==> src/rtl/prio_encoder_rr.sv <==
// Registered N-way priority encoder with fixed (highest index wins) or
// round-robin arbitration and valid/ready handshakes on both sides.
module prio_encoder_rr #(
  parameter  int unsigned N = 8,
  localparam int unsigned W = (N > 1) ? $clog2(N) : 1
) (
  input  logic         clk,
  input  logic         rst_n,
  input  logic [N-1:0] req,
  input  logic         mode,
  input  logic         in_valid,
  output logic         in_ready,
  output logic         out_valid,
  input  logic         out_ready,
  output logic [W-1:0] idx,
  output logic [N-1:0] grant,
  output logic         any
);

  localparam logic [W-1:0] PTR_RST = W'(N - 1);

  logic         out_valid_q, out_valid_d;
  logic [W-1:0] idx_q, idx_d;
  logic [N-1:0] grant_q, grant_d;
  logic         any_q, any_d;
  logic [W-1:0] ptr_q, ptr_d;

  logic         accept;
  logic         hit;
  logic [W-1:0] fix_idx;
  logic [W-1:0] rr_idx;
  logic         rr_hit;
  logic [W-1:0] pos;
  logic [W-1:0] win;

  assign in_ready = !out_valid_q || out_ready;
  assign accept   = in_valid && in_ready;
  assign hit      = |req;

  // Both searches run in parallel; mode selects the winner afterwards.
  always_comb begin
    fix_idx = '0;
    rr_idx  = '0;
    rr_hit  = 1'b0;
    pos     = '0;
    for (int unsigned i = 0; i < N; i++) begin
      if (req[i]) fix_idx = W'(i);
    end
    // Walk downward from ptr, wrapping from 0 to N-1; first hit wins.
    for (int unsigned k = 0; k < N; k++) begin
      if (32'(ptr_q) >= k) pos = W'(32'(ptr_q) - k);
      else                 pos = W'(32'(ptr_q) + N - k);
      if (!rr_hit && req[pos]) begin
        rr_hit = 1'b1;
        rr_idx = pos;
      end
    end
    win = mode ? rr_idx : fix_idx;
  end

  always_comb begin
    out_valid_d = out_valid_q;
    idx_d       = idx_q;
    grant_d     = grant_q;
    any_d       = any_q;
    ptr_d       = ptr_q;
    if (out_ready) out_valid_d = 1'b0;
    if (accept) begin
      out_valid_d = 1'b1;
      any_d       = hit;
      idx_d       = hit ? win : '0;
      grant_d     = hit ? (N'(1) << win) : '0;
      // The granted line drops to lowest priority for the next round.
      if (mode && hit) ptr_d = (win == '0) ? PTR_RST : win - W'(1);
    end
  end

  always_ff @(posedge clk or negedge rst_n) begin
    if (!rst_n) begin
      out_valid_q <= 1'b0;
      idx_q       <= '0;
      grant_q     <= '0;
      any_q       <= 1'b0;
      ptr_q       <= PTR_RST;
    end else begin
      out_valid_q <= out_valid_d;
      idx_q       <= idx_d;
      grant_q     <= grant_d;
      any_q       <= any_d;
      ptr_q       <= ptr_d;
    end
  end

  assign out_valid = out_valid_q;
  assign idx       = idx_q;
  assign grant     = grant_q;
  assign any       = any_q;

endmodule

==> config.mk <==
export PLATFORM = sky130hd
export DESIGN_NAME = prio_encoder_rr
export DESIGN_NICKNAME = d
export VERILOG_FILES = /design/src/rtl/prio_encoder_rr.sv
export SDC_FILE = /design/constraint.sdc
export NUM_CORES = 1
export LEC_CHECK = 0
export ABC_AREA = 1
export BUFFER_PORTS_ARGS = -buffer_cell sky130_fd_sc_hd__buf_2
export CORE_ASPECT_RATIO = 0.9
export CORE_MARGIN = 2
export CORE_UTILIZATION = 55
export DETAILED_ROUTE_END_ITERATION = 10
export GPL_ROUTABILITY_DRIVEN = 0
export PLACE_DENSITY = 0.78
export SETUP_SLACK_MARGIN = 0.1
export SYNTH_ARGS = -nofsm -noshare
export SYNTH_HDL_FRONTEND = slang
export SYNTH_SLANG_ARGS = --single-unit
==> constraint.sdc <==
create_clock -name clk -period 4.1 [get_ports clk]
set_input_delay 0.205 -clock clk [delete_from_list [all_inputs] [get_ports clk]]
set_output_delay 0.205 -clock clk [all_outputs]
set_load 0.02 [all_outputs]
==> results.cfg <==
[status]
status = finished, final reports clean

[drt]
wirelength_um = 3352
wl_per_cell_um = 11.97
final_antenna_net_count = 0
vias_per_cell = 5.354
vias = 1499
first_pass_iters = 4
drt-initial-drc-count = 84
remaining_drc_errors = 0

[clock_network]
root_buffer = clkbuf_4
cts_buffers = 3
cts_tree = built
worstSkewPairLatency_ns = 0.29
ctsHtreeMaxLevel = 1
post-cts-setup-buffers = 0
clock_path_buffers = 2
path_clk_slew_ns = 0.09
cts.sinks = 16

[placed_design]
dp_hpwl_um = 2746
port_buffers = 26

[logic_synthesis]
syn_avg_cell_area_sq_um = 6.656
synth_cells = 225
ys.flop_type = dfrtp_1
yosysSeqAreaShare_pct = 26.98
synth_edf_count = 0
synth_cell_type_count = 32
ys_warn_count = 0
syn-num-nets = 245
postSynth.asyncResetShare_pct = 100.0
syn_area_sq_um = 1498
synth-seq-cells = 16

[global_routing]
grt_pass1_vias = 1329
grt_pass1_wl_um = 5782
antenna_found_initial = 0
grt_use_total_pct = 24.37
gr-total-overflow = 0
grt_max_degree = 19

[die]
core_sq_um = 2510
die_h_um = 53.51
die_x_um = 59.01
pin_count = 27
row_count = 17
die_area_sq_um = 3157
start_util_pct = 59.67

[worst_setup_path]
crit_top_cell = nand3_1
worstSetupEndpointType = flip-flop
slowest_stage = dfstp_2
required_ns = 4.33
crit_arrival_ns = 3.52
critPathKind = flip-flop to flip-flop
crit_path_max_incr_delay_ns = 0.66
worstPathMaxFanout = 10
path_cells = clkinv_2 -> ha_1 -> inv_1 -> nand3_1 -> nand3_1 -> nand2_2 -> nor2_8 -> nand3_1 -> o21ai_0 -> nand3b_1 -> nand3_1 -> nand2_1 -> inv_1 -> ha_1 -> nor2_1 -> nand2_1 -> nand3_1 -> nand2_1
critPathLaunchType = flip-flop

[sta]
fin_crit_sh_pct = 80.08
worst_pin_slew_ns = 0.6005
min_period_ns = 3.283
slew_viol_final = 0
max_slew_margin_pct = 59.87
finalSetupViolCount = 0
fin_skew_ns = 0.002527
finalHoldViolCount = 0
max_freq_mhz = 304.6
rsz0062_at_grt = false
timing.setup.tns_ns = 0

[final_layout]
multi_input_area_sq_um = 972.2
num-nets-final = 273
final_cell_mix = nand2_1, nand3_1, buf_2
final_common_cell = nand2_1
drive_above_1_share_pct = 21.43
n_antenna_cell = 0
areaGrowthSynthToFinish_pct = 11.61
regArea_sq_um = 404.1
n_fill_cell = 227

[run]
max_cap_viol_count = 0

[hold_path]
hold_path.class = input port to flip-flop
## worst max-delay path, delay by kind of cell (launching register included)
| family | cells | cell delay, ns |
|---|---|---|
| compound gates | 1 | 0.20 |
| fa+ha+maj | 2 | 0.60 |
| buf+inv | 3 | 0.49 |
| flops | 1 | 0.66 |
| simple gates | 12 | 1.27 |
## final cells by class
class	count	area share [%]
Clock buffer	4	2.171
Inverter	22	5.015
Tap cell	28	2.096
Timing Repair Buffer	27	8.383
Sequential cell	16	24.18
Multi-Input combinational cell	183	58.16
## kinds of logic (layout without fill, tap and decap cells)
family | after synthesis | after routing | synth area share (%)
fa+ha+maj | 7 | 7 | 5.848
buf+inv | 26 | 53 | 8.103
flops | 16 | 16 | 26.98
xor+xnor | 5 | 5 | 3.426
simple gates | 155 | 155 | 49.54
compound gates | 16 | 16 | 6.099
## Yosys cell counts, drive strengths merged, types with 2 or more instances
cell type	n	share of area [%]
dfrtp	13	22
buf	3	2.3
inv	21	5.3
nor2	18	6.6
nor3	3	1.0
ha	7	5.8
nand3	34	13
xnor2	2	1.2
dfstp	3	5.3
nand2	94	26
xor2	3	2.3
nand3b	2	1.0
nand4	2	1.8
o21ai	11	3.7
## per-layer routing
layer / vias up / global-route usage [%] / wire, um
met1: 653 / 37.05 / 1700
met5: - / 0 / 0
li1: 778 / - / -
met4: 0 / 4.924 / 19
met3: 4 / 7.090 / 314
met2: 64 / 33.89 / 1318
## worst paths after layout
check | startpoint | to | slack [ns] | cells past startpoint
worst min register to register | grant[6] | grant[6] | 0.48 | 2
worst min-delay path | out_ready | out_valid | 0.19 | 4
worst max-delay path | ptr_q[1] | ptr_q[2] | 0.82 | 18
min in group asynchronous | rst_n | grant[5] | 0.34 | 2
worst max register to register | ptr_q[1] | ptr_q[2] | 0.82 | 18
max in group asynchronous | rst_n | ptr_q[1] | 3.46 | 2
## repair_timing
action | in CTS | in global routing
hold endpoints to repair | 13 | 0
gates resized for setup | 0 | 0
hold buffers | 1 | 0
## registers in the layout, summed over array words and instances, names as in the netlist
name,count
idx,3
ptr_q,3
grant,8
any,1
out_valid,1
## through the flow
step	utilization (%)	cells	hold WS [ns]	setup WS (ns)	instance area, sq um
3_5_place_dp	64.76	275	0.1280	0.8803	1625
3_3_place_gp	64.76	275	0.1283	0.8676	1625
6_report	66.60	280	0.1898	0.8168	1672
5_1_grt	66.60	280	0.2212	0.5106	1672
4_1_cts	66.60	280	0.1727	0.8655	1672
2_1_floorplan	-	225	-0.09059	1.228	1498
Power is not shown: default switching activity piles up to over one toggle a cycle in this logic, so the estimate is an artifact.
